[src/rtl/uart_pkg.sv]
// Shared UART definitions: FSM state encoding, oversample rate and default
// parameter values used by the transmit (and future receive) controllers.
package uart_pkg;

  typedef enum logic [2:0] {
    ST_IDLE   = 3'd0,
    ST_START  = 3'd1,
    ST_DATA   = 3'd2,
    ST_PARITY = 3'd3,
    ST_STOP   = 3'd4
  } uart_state_t;

  localparam int OVERSAMPLE  = 16;

  localparam int DEF_BITS    = 11;
  localparam int DEF_DBIT    = 8;
  localparam int DEF_SB_TICK = 16;

endpackage

[src/rtl/uart_baud_timer.sv]
// Baud tick timer: counts 0..final_value and pulses tick on the terminal
// count. Held at zero while disabled; clear restarts it in phase.
module uart_baud_timer
  import uart_pkg::*;
#(
  parameter int BITS = DEF_BITS
) (
  input  logic            clk,
  input  logic            reset_n,
  input  logic            enable,
  input  logic            clear,
  input  logic [BITS-1:0] final_value,
  output logic            tick
);

  logic [BITS-1:0] count;

  // Free-running divider count, wrapping on the tick edge.
  always_ff @(posedge clk or negedge reset_n) begin
    if (!reset_n) begin
      count <= '0;
    end else if (clear || !enable || (count == final_value)) begin
      count <= '0;
    end else begin
      count <= count + 1'b1;
    end
  end

  assign tick = enable && !clear && (count == final_value);

endmodule

[src/rtl/uart_tx_ctrl.sv]
// UART transmit controller: serializes one byte per accepted request as
// start bit, DBIT data bits LSB-first, optional parity bit, stop period.
// Optional feature macro: UART_TX_PARITY_EN (adds parity_odd port and a
// PARITY state between DATA and STOP).
module uart_tx_ctrl
  import uart_pkg::*;
#(
  parameter int BITS    = DEF_BITS,
  parameter int DBIT    = DEF_DBIT,
  parameter int SB_TICK = DEF_SB_TICK
) (
  input  logic            clk,
  input  logic            reset_n,
  input  logic [BITS-1:0] baud_div,
  input  logic            tx_start,
  input  logic [DBIT-1:0] tx_data,
`ifdef UART_TX_PARITY_EN
  input  logic            parity_odd,
`endif
  output logic            tx_ready,
  output logic            tx_done_tick,
  output logic            tx
);

  localparam int NW = (DBIT > 1) ? $clog2(DBIT) : 1;

  uart_state_t     state, state_next;
  logic [DBIT-1:0] shift_q, shift_next;
  logic [4:0]      s_q, s_next;
  logic [NW-1:0]   n_q, n_next;
  logic [BITS-1:0] div_q, div_next;
  logic            tx_next, ready_next, done_next;
  logic            tick, accept, timer_en;
`ifdef UART_TX_PARITY_EN
  logic            par_q, par_next;
`endif

  assign accept   = (state == ST_IDLE) && tx_start;
  assign timer_en = (state != ST_IDLE);

  uart_baud_timer #(.BITS(BITS)) u_timer (
    .clk        (clk),
    .reset_n    (reset_n),
    .enable     (timer_en),
    .clear      (accept),
    .final_value(div_q),
    .tick       (tick)
  );

  // State, datapath and registered outputs.
  always_ff @(posedge clk or negedge reset_n) begin
    if (!reset_n) begin
      state        <= ST_IDLE;
      shift_q      <= '0;
      s_q          <= '0;
      n_q          <= '0;
      div_q        <= '0;
      tx           <= 1'b1;
      tx_ready     <= 1'b1;
      tx_done_tick <= 1'b0;
`ifdef UART_TX_PARITY_EN
      par_q        <= 1'b0;
`endif
    end else begin
      state        <= state_next;
      shift_q      <= shift_next;
      s_q          <= s_next;
      n_q          <= n_next;
      div_q        <= div_next;
      tx           <= tx_next;
      tx_ready     <= ready_next;
      tx_done_tick <= done_next;
`ifdef UART_TX_PARITY_EN
      par_q        <= par_next;
`endif
    end
  end

  // Next-state and datapath update, advancing one oversample tick at a time.
  always_comb begin
    state_next = state;
    shift_next = shift_q;
    s_next     = s_q;
    n_next     = n_q;
    div_next   = div_q;
`ifdef UART_TX_PARITY_EN
    par_next   = par_q;
`endif
    case (state)
      ST_IDLE: begin
        if (tx_start) begin
          shift_next = tx_data;
          div_next   = baud_div;
          s_next     = '0;
          n_next     = '0;
`ifdef UART_TX_PARITY_EN
          par_next   = (^tx_data) ^ parity_odd;
`endif
          state_next = ST_START;
        end
      end
      ST_START: begin
        if (tick) begin
          if (s_q == 5'(OVERSAMPLE - 1)) begin
            s_next     = '0;
            state_next = ST_DATA;
          end else begin
            s_next = s_q + 5'd1;
          end
        end
      end
      ST_DATA: begin
        if (tick) begin
          if (s_q == 5'(OVERSAMPLE - 1)) begin
            s_next     = '0;
            shift_next = shift_q >> 1;
            if (n_q == NW'(DBIT - 1)) begin
`ifdef UART_TX_PARITY_EN
              state_next = ST_PARITY;
`else
              state_next = ST_STOP;
`endif
            end else begin
              n_next = n_q + 1'b1;
            end
          end else begin
            s_next = s_q + 5'd1;
          end
        end
      end
`ifdef UART_TX_PARITY_EN
      ST_PARITY: begin
        if (tick) begin
          if (s_q == 5'(OVERSAMPLE - 1)) begin
            s_next     = '0;
            state_next = ST_STOP;
          end else begin
            s_next = s_q + 5'd1;
          end
        end
      end
`endif
      ST_STOP: begin
        if (tick) begin
          if (s_q == 5'(SB_TICK - 1)) begin
            s_next     = '0;
            state_next = ST_IDLE;
          end else begin
            s_next = s_q + 5'd1;
          end
        end
      end
      default: state_next = ST_IDLE;
    endcase
  end

  // Output values derived from the upcoming state so the registered line
  // changes on the same edge the state does.
  always_comb begin
    done_next  = (state == ST_STOP) && (state_next == ST_IDLE);
    ready_next = (state_next == ST_IDLE);
    tx_next    = 1'b1;
    case (state_next)
      ST_START:  tx_next = 1'b0;
      ST_DATA:   tx_next = shift_next[0];
`ifdef UART_TX_PARITY_EN
      ST_PARITY: tx_next = par_next;
`endif
      default:   tx_next = 1'b1;
    endcase
  end

endmodule

[config.mk]
export PLATFORM = sky130hd
export DESIGN_NAME = uart_tx_ctrl
export DESIGN_NICKNAME = d
export VERILOG_FILES = /design/src/rtl/uart_pkg.sv /design/src/rtl/uart_baud_timer.sv /design/src/rtl/uart_tx_ctrl.sv
export SDC_FILE = /design/constraint.sdc
export NUM_CORES = 1
export LEC_CHECK = 0
export ABC_CLOCK_PERIOD_IN_PS = 2300
export CORE_UTILIZATION = 45
export DETAILED_ROUTE_END_ITERATION = 6
export PLACE_DENSITY = 0.76
export SETUP_SLACK_MARGIN = 0.5
export SLEW_MARGIN = 10
export SYNTH_ARGS = -nofsm -noshare
export SYNTH_HDL_FRONTEND = slang
export SYNTH_HIERARCHICAL = 1
export SYNTH_SLANG_ARGS = --single-unit
[constraint.sdc]
create_clock -name clk -period 2.3 [get_ports clk]
set_clock_uncertainty 0.1 [all_clocks]
set_input_delay 0.345 -clock clk [delete_from_list [all_inputs] [get_ports clk]]
set_output_delay 0.345 -clock clk [all_outputs]
set_load 0.01 [all_outputs]
# Word level (Yosys, flattened, before mapping)
# Cells that the tools add are included.
[op_classes]
n_addsub = 3
eq_ne = 13
muxes = 24
reduce_logical = 18
[ops]
columns = ["cell", "n"]
rows = [
  ["$mux W3", 12],
  ["$mux W8", 3],
  ["$pmux W8 S2", 1],
  ["$mux W5", 3],
  ["$pmux W3 S4", 1],
  ["$add A11 B1 Y11 const B", 1],
  ["$eq A11 B11 Y1", 1],
  ["$mux W11", 1],
  ["$pmux W5 S2", 1],
  ["$ne A2 B2 Y1 const B", 4],
  ["$eq A3 B1 Y1 const B", 2],
  ["$eq A3 B2 Y1 const B", 2],
  ["$eq A3 B3 Y1 const B", 2],
  ["$logic_not A3 Y1", 2],
  ["$pmux W3 S2", 1],
  ["$add A5 B1 Y5 const B", 1],
  ["$eq A5 B4 Y1 const B", 1],
  ["$reduce_and A5 Y1", 1],
  ["$logic_and A1 B1 Y1", 4],
  ["$reduce_and A4 Y1", 1],
  ["$reduce_bool A2 Y1", 2],
  ["$add A3 B1 Y3 const B", 1],
  ["$reduce_and A3 Y1", 1],
  ["$reduce_bool A3 Y1", 1],
  ["6 further kinds", 8],
]
[totals]
ff_bits = 44
in_bits = 22

# Longest topological paths before layout
# Gate-level depths: netlist (run 1).
[depth]
word_depth = 9
ltp_mapped = 10
depth_no_buf = 8

# Cells and area by module
# Netlist (run 1), hierarchy kept.
[by_module_without_submodules]
columns = ["module", "n_inst", "cells_each", "area_per_inst_um2", "seq_area_each_um2"]
rows = [
  ["uart_tx_ctrl", 1, 142, 1606.5, 828.3],
  ["uart_baud_timer", 1, 65, 650.6, 275.3],
]

# Least setup slack after synthesis (run 1)
# No wires, ideal clock.
[synth_timing]
path_type = "flip-flop to flip-flop"
start = "reg state[1]"
end = "reg n_q[0]"
arrival_ps = 2043
required_ps = 2065
setup_slack_ps = 22
path_stages_with_launch = 10
cell_sequence = "dfrtp_1 -> nor4b_2 -> buf_2 -> nor2b_1 -> nor4b_1 -> inv_1 -> or4_1 -> buf_2 -> o211ai_1 -> o211ai_1"
[synth_via]
elab_chain_cells = 7
[synth_lines]
columns = ["item", "line", "text"]
rows = [
  ["from (decl)", "uart_tx_ctrl.sv:27", "uart_state_t state, state_next;"],
  ["from (signal assigned)", "uart_tx_ctrl.sv:65", "state <= state_next;"],
  ["$logic_not A3 Y1", "uart_tx_ctrl.sv:38", "assign accept = (state == ST_IDLE) && tx_start;"],
  ["$logic_and A1 B1 Y1", "uart_tx_ctrl.sv:38", ""],
  ["net accept", "uart_tx_ctrl.sv:33", "logic tick, accept, timer_en;"],
  ["$logic_not A1 Y1", "uart_baud_timer.sv:29", "assign tick = enable && !clear && (count == final_value);"],
  ["$logic_and A1 B1 Y1 (2 in series)", "uart_baud_timer.sv:29", ""],
  ["net tick", "uart_tx_ctrl.sv:33", ""],
  ["$ne A2 B2 Y1 (no source line)", "n/a", ""],
  ["$reduce_and A5 Y1 (no source line)", "n/a", ""],
  ["to (signal assigned)", "uart_tx_ctrl.sv:68", "n_q <= n_next;"],
  ["to (decl)", "uart_tx_ctrl.sv:30", "logic [NW-1:0] n_q, n_next;"],
]
# The timed path passes the listed nets, and every way through them passes these cells.
# A chain may end at the register's enable or synchronous reset.

# Worst setup path after layout (run 1)
[layout_timing]
start = "reg div_q[6]"
end = "reg n_q[2]"
[layout_via]
elab_chain_cells = 4
[layout_lines]
columns = ["item", "line", "text"]
rows = [
  ["from (decl)", "uart_tx_ctrl.sv:31", "logic [BITS-1:0] div_q, div_next;"],
  ["from (signal assigned)", "uart_tx_ctrl.sv:69", "div_q <= div_next;"],
  ["$eq A11 B11 Y1", "uart_baud_timer.sv:29", ""],
  ["$logic_and A1 B1 Y1", "uart_baud_timer.sv:29", ""],
  ["net tick", "uart_tx_ctrl.sv:33", ""],
  ["$ne A2 B2 Y1 (no source line)", "n/a", ""],
  ["$reduce_and A5 Y1 (no source line)", "n/a", ""],
]
# The timed path passes the listed nets, and every way through them passes these cells.

==> metrics.md, run 1 <==
| Metric | Value |
|---|---|
| Grt ovf | `0` |
| Post-DR vias/cell | `5.392` |
| CP Depth | `7` |
| Number of flops mapped to enable cells by yosys | `0` |
| Sequential Power Share | `43.7%` |
| Synth Cell Area | `2257 µm²` |
| Via count | `1,747` |
| Placer Congestion | `0.8718` |
| Yosys warns | `6` |
| Top Family by Delay on Critical Path | `simple AND/OR/NAND/NOR gates` |
| Pre-Repair DR Iteration Count | `4` |
| Avg WL per Cell | `14.07 µm` |
| Fmax | `460.6 MHz` |
| Slew margin rel. | `63.55%` |
| Buf/Inv on CP | `1` |
| Max VDD drop | `505.6 µV` |
| Final setup margin | `0.1287 ns` |
| Commonest non-fill, non-tap cell in the layout | `dfrtp_1` |
| Internal power | `0.001855 W` |
| CTS tree | `yes` |
| Clock Path Buffers | `2` |
| Drc violations | `0` |
| Final setup TNS | `0 ns` |
| Worst path cell trace | `xnor2_1 > nand4_1 > nor4b_4 > inv_1 > or4_4 > o211ai_1 > o211ai_1` |
| Final instance area | `2973 µm²` |
| Clock Sinks | `44` |
| Synth Instances | `207` |
| Vias in the first global route | `1,672` |
| Worst-Margin Slew | `0.5468 ns` |
| P&R area growth vs syn | `31.71%` |
| Sw Share | `32.85%` |
| Die area | `5303 µm²` |
| Root buffer cell | `clkbuf_8` |
| Starting Density | `47.16%` |
| Post-DRT Antenna Nets | `0` |
| H-tree lvl count | `2` |
| Reg clk slew, reported paths | `0.08 ns` |
| Setup violations, final | `0` |
| Buffers on Ports | `24` |
| Maxcap violations | `0` |
| Asr flop ratio synth | `100.0%` |
| Antenna violations before repair | `0` |
| Ranking of synthesized cells by area | `dfrtp_1, mux2_2, xnor2_1` |
| Yosys cell types | `48` |
| Fin. max-slew vios | `0` |
| # nets final | `282` |
| Final worst path period share | `94.40%` |
| Area leader, netlist | `dfrtp_1` |
| Hold Vio Cnt, Final | `0` |
| Tmin final | `2.171 ns` |
| Slowest CP cell | `or4_4` |
| CP startpoint kind | `register` |
| Register area share after synthesis | `48.89%` |
| Power Density | `929.1 nW/µm²` |
| Most frequent CP cell | `o211ai_1` |
| Outcome | `completed` |
| Critical path required time | `2.38 ns` |
| R2R cell count | `7` |
| Net Switching | `0.0009073 W` |
| First-pass GRT wire length | `7.555 mm` |
| Hpwl dp | `3.129 mm` |
| CP Capture Type | `register` |
| Area post-placement | `2728 µm²` |
| Clock network power share | `18.1%` |
| Post-synth top area share | `46.56%` |
| Worst hold slack | `0.008699 ns` |
| Post-Syn Area per Cell | `10.90 µm²` |
| Unrepaired setup endpoints after global routing | `yes` |
| Pre-CTS setup slack | `-0.08536 ns` |
| Clk_lat worst skew | `0.29 ns` |
| HP Class | `in2async` |
| Syn nets | `233` |
| Initial DRC count | `144` |
| Main flop type after synthesis | `dfrtp_1` |
| DRT Wirelength | `4.558 mm` |
| Leakage power | `1.271 nW` |
| CP Max Fanout | `6` |
| Crit path DAT | `2.25 ns` |
| # fillers | `396` |
| # IOs | `25` |
| Die Height | `72.83 µm` |
| Commonest cells after routing, fill and taps aside | `dfrtp_1, buf_4, clkdlybuf4s50_1` |
| Comb power frac | `38.3%` |
| Num CTS Buffers | `5` |
| Pin count of the biggest net entering global routing | `45` |
| Crit-path max cell delay | `0.52 ns` |
| Register bit count reported by yosys | `44` |
| Total GRT Usage | `18.75%` |
| Core Region | `4786 µm²` |
| Share of cells above drive strength 1 | `28.79%` |
| # diodes | `0` |
| Site Rows | `25` |
| Die width | `72.83 µm` |
| CP Class | `reg2reg` |
-- power by group through the flow --
stage                     sequential (W)  combinational (W)  clock [W]
after floorplan                  0.00119           0.000706          0
after global placement           0.00121           0.000963          0
after detailed placement         0.00122           0.000984          0
after CTS                        0.00120            0.00104   0.000518
after global routing             0.00124            0.00117   0.000552
final                            0.00121            0.00106   0.000499
-- path summary, 6_finish.rpt --
kind	startpoint	slack, ns	to
worst max-delay path	div_q[6]	0.13	n_q[2]
worst min-delay path	reset_n	0.009	tx_done_tick
worst max register to register	div_q[6]	0.13	n_q[2]
worst min register to register	shift_q[7]	0.42	shift_q[7]
max in group asynchronous	reset_n	1.70	state[1]
min in group clk	shift_q[7]	0.42	shift_q[7]
-- worst register-to-register path: stages (launching register included) --
cell and delay (ns):
dfrtp_1 0.40, xnor2_1 0.19, nand4_1 0.22, nor4b_4 0.32, inv_1 0.08, or4_4 0.52
o211ai_1 0.11, o211ai_1 0.11
-- through the flow --
stage	std cells	total power, W	util, %
global placement	310	0.002172	56.99
floorplan	207	0.001898	-
detailed placement	310	0.002201	56.99
finish	324	0.002762	62.12
CTS	322	0.002760	61.20
global route	324	0.002955	62.12
-- routing by layer --
layer  up-vias  share of wire, %  GRT usage (%)
li1        846                 -              -
met1       861                45          24.00
met2        32                50          31.26
met3         8               3.3          3.729
met4         0               1.8          7.407
met5         -                 0              0
-- synth_stat cells (2+ instances only) --
cell,number
nand3_1,14
dfstp_2,2
ha_1,4
nor2b_1,3
nor2_1,18
buf_2,6
and4_1,2
mux2_2,11
a21o_1,3
a22o_1,2
or3b_1,2
o211ai_1,6
and2_1,6
xor2_1,8
a21oi_1,5
a221o_1,7
inv_1,5
dfrtp_1,42
nand2_1,10
o21ai_0,2
buf_6,2
nand4_1,5
o2bb2ai_1,2
mux2i_1,2
xnor2_1,14
or3_1,2
-- final cells by class --
cell class	instances	area [µm²]	share of cell area [%]
inverter	6	22.52	0.7576
tap	67	83.83	2.820
clock buffer	6	82.58	2.778
timing repair buffer	52	465.4	15.66
sequential	44	1105	37.16
multi-input combinational	147	1199	40.32
clock inverter	2	15.01	0.5051
-- state kept, by name, summed over array words and instances, names as in the netlist --
signal and cells:
s_q 5, u_timer/count 11, state 3, shift_q 8, tx 1, n_q 3
tx_done_tick 1, tx_ready 1, div_q 11
-- cells by family after synthesis --
kind of cell               Yosys count  share of synthesized area, %
and+or+nand+nor                     72                         17.46
DFF                                 44                         48.89
AOI/OAI and AO/OA                   36                         12.69
xor gates and xnor gates            22                         8.537
buffers and inverters               16                         3.825
muxes                               13                         6.375
adders and majority gates            4                         2.217
-- repair_timing --
item,4_1_cts,5_1_grt
endpoints found under the hold margin,0,0
gates resized for setup,18,7
endpoints found under the setup margin,23,34
pin swaps,9,6
setup buffers,4,2
hold buffers,0,0
No activity file was read; power rests on OpenSTA's default activity.
==> run 2, diff against run 1 <==
- DONT_BUFFER_PORTS: unset -> 1
- PLACE_DENSITY: 0.76 -> 0.69
==> metrics.md, run 2 (same netlist as run 1, synthesis figures left out) <==
| Metric | Value |
|---|---|
| Outcome | `completed` |
| Worst path cell trace | `xnor2_2 > nand4_1 > nor4b_4 > inv_1 > or4_4 > o211ai_1 > o211ai_1` |
| Num CTS Buffers | `5` |
| R2r endpoint | `n_q[2]` |
| Unrepaired setup endpoints after global routing | `yes` |
| Starting Density | `47.16%` |
| CP Class | `reg2reg` |
| First-pass GRT wire length | `7.652 mm` |
| Global-route layer with the greatest usage | `met2` |
| Commonest non-fill, non-tap cell in the layout | `dfrtp_1` |
| Clock Path Buffers | `2` |
| Clock Sinks | `44` |
| # nets final | `265` |
| Biggest regs | `div_q (11), u_timer/count (11), shift_q (8)` |
| Post-layout util | `58.93%` |
| Clk_lat worst skew | `0.30 ns` |
| Die width | `72.83 µm` |
| Antenna violations before repair | `0` |
| # diodes | `0` |
| Grt ovf | `0` |
| Final setup TNS | `0 ns` |
| Tmin final | `2.165 ns` |
| Pre-Repair DR Iteration Count | `4` |
| Post-DR vias/cell | `5.417` |
| Final setup margin | `0.1346 ns` |
| Commonest cells after routing, fill and taps aside | `dfrtp_1, buf_4, nor2_1` |
| Hpwl dp | `3.078 mm` |
| Fin. max-slew vios | `0` |
| Slew margin rel. | `70.87%` |
| Hold Vio Cnt, Final | `0` |
| CP Capture Type | `register` |
| Slowest CP cell | `or4_4` |
| Maxcap violations | `0` |
| Buf/Inv on CP | `1` |
| Worst-Margin Slew | `0.4370 ns` |
| Met3 Usage GRT | `4.420%` |
| Fmax | `461.8 MHz` |
| Die Height | `72.83 µm` |
| Placer Congestion | `0.8698` |
| Flop-to-flop setup slack | `0.13 ns` |
| H-tree lvl count | `2` |
| Setup violations, final | `0` |
| Leakage power | `1.184 nW` |
| Reg clk slew, reported paths | `0.08 ns` |
| CTS tree | `yes` |
| Worst Hold Launch | `tx_data[7]` |
| Drc violations | `0` |
| DRT Wirelength | `4.590 mm` |
| Max VDD drop | `606.5 µV` |
| Site Rows | `25` |
| P&R area growth vs syn | `24.94%` |
| Share of cells above drive strength 1 | `33.33%` |
| Post-DRT Antenna Nets | `0` |
| HP Class | `in2reg` |
| Top Family by Delay on Critical Path | `simple AND/OR/NAND/NOR gates` |
| # fillers | `403` |
| Initial DRC count | `77` |
| CP Max Fanout | `6` |
| Avg WL per Cell | `14.95 µm` |
| Power Density | `971.6 nW/µm²` |
| Pre-CTS setup slack | `0.05847 ns` |
| # IOs | `25` |
| Final worst path period share | `94.15%` |
| Die area | `5303 µm²` |
| CP Depth | `7` |
| Hold Path End | `shift_q[7]` |
| Vias in the first global route | `1,641` |
| GRT met2 Usage | `33.02%` |
| Buffers on Ports | `0` |
| Core Region | `4786 µm²` |
| Total GRT Usage | `18.89%` |
| R2R Path Start | `div_q[2]` |
| R2R cell count | `7` |
| Root buffer cell | `clkbuf_8` |
| Via count | `1,663` |
| Crit-path max cell delay | `0.53 ns` |
| Worst hold stages | `1` |
| Crit path DAT | `2.24 ns` |
| GR Util met1 | `23.05%` |
| CP startpoint kind | `register` |
| Most frequent CP cell | `o211ai_1` |
| Critical path required time | `2.37 ns` |
| Pin count of the biggest net entering global routing | `45` |
[run 2: cell count changes in the layout (fill, tap and decap cells not counted), sizes merged]
| cell | before | now |
|---|---|---|
| clkinv | 0 | 2 |
| dlygate4sd2 | 1 | 0 |
| clkdlybuf4s50 | 21 | 0 |
| buf | 29 | 34 |
| dlygate4sd3 | 0 | 1 |
| clkinvlp | 2 | 0 |
| dlymetal6s2s | 1 | 0 |
[run 2: power breakdown]
part | total [W] | switching [W] | internal [W]
Combinational | 0.00103 | 0.000455 | 0.000580
Sequential | 0.00121 | 0.000188 | 0.00102
Clock | 0.000494 | 0.000254 | 0.000240
Total | 0.00274 | 0.000898 | 0.00184
[run 2: stage by stage]
step	hold WS, ns	cells	total power [W]	instance area [µm²]
6_report	0.08673	307	0.002740	2820
5_1_grt	0.07815	307	0.002928	2820
4_1_cts	0.08078	303	0.002735	2736
3_5_place_dp	-0.04954	284	0.002117	2477
3_3_place_gp	-0.04961	284	0.002091	2477
2_1_floorplan	-0.05059	207	0.001898	2318
[run 2: worst max-delay path by stage]
stage                            startpoint  slack [ns]      to
after global routing      u_timer/count[10]        0.03  n_q[1]
after CTS                          div_q[2]        0.16  n_q[1]
after detailed placement           div_q[6]        0.06  n_q[1]
after floorplan            u_timer/count[2]        0.18  n_q[0]
final                              div_q[2]        0.13  n_q[2]
after global placement             div_q[6]         0.1  n_q[0]
[run 2: layout make-up]
cell class	count	area [µm²]	area share [%]
Multi-Input combinational cell	147	1211	42.95
Sequential cell	44	1106	39.22
Timing Repair Buffer	35	304.0	10.78
Tap cell	67	83.83	2.972
Clock buffer	6	82.58	2.928
Inverter	6	22.52	0.7986
Clock inverter	2	10.01	0.3549
[run 2: metal layers]
metal	up-vias	part of all wire, %
li1	809	-
met1	813	44
met2	35	50
met3	6	4.6
met4	0	1.3
met5	-	0
[run 2: what timing repair did]
item,CTS,global route
hold buffers,2,0
buffers inserted,9,4
cloned,0,0
endpoints found under the setup margin,21,44
resized for setup,14,11
pin swaps,14,6
endpoints found under the hold margin,44,0
[run 2: worst register-to-register path: cells and delay by family (launching register included)]
kind	cells	cell delay (ns)
simple gates	3	1.04
flops	1	0.42
compound gates	2	0.23
xor+xnor	1	0.15
buf+inv	1	0.10
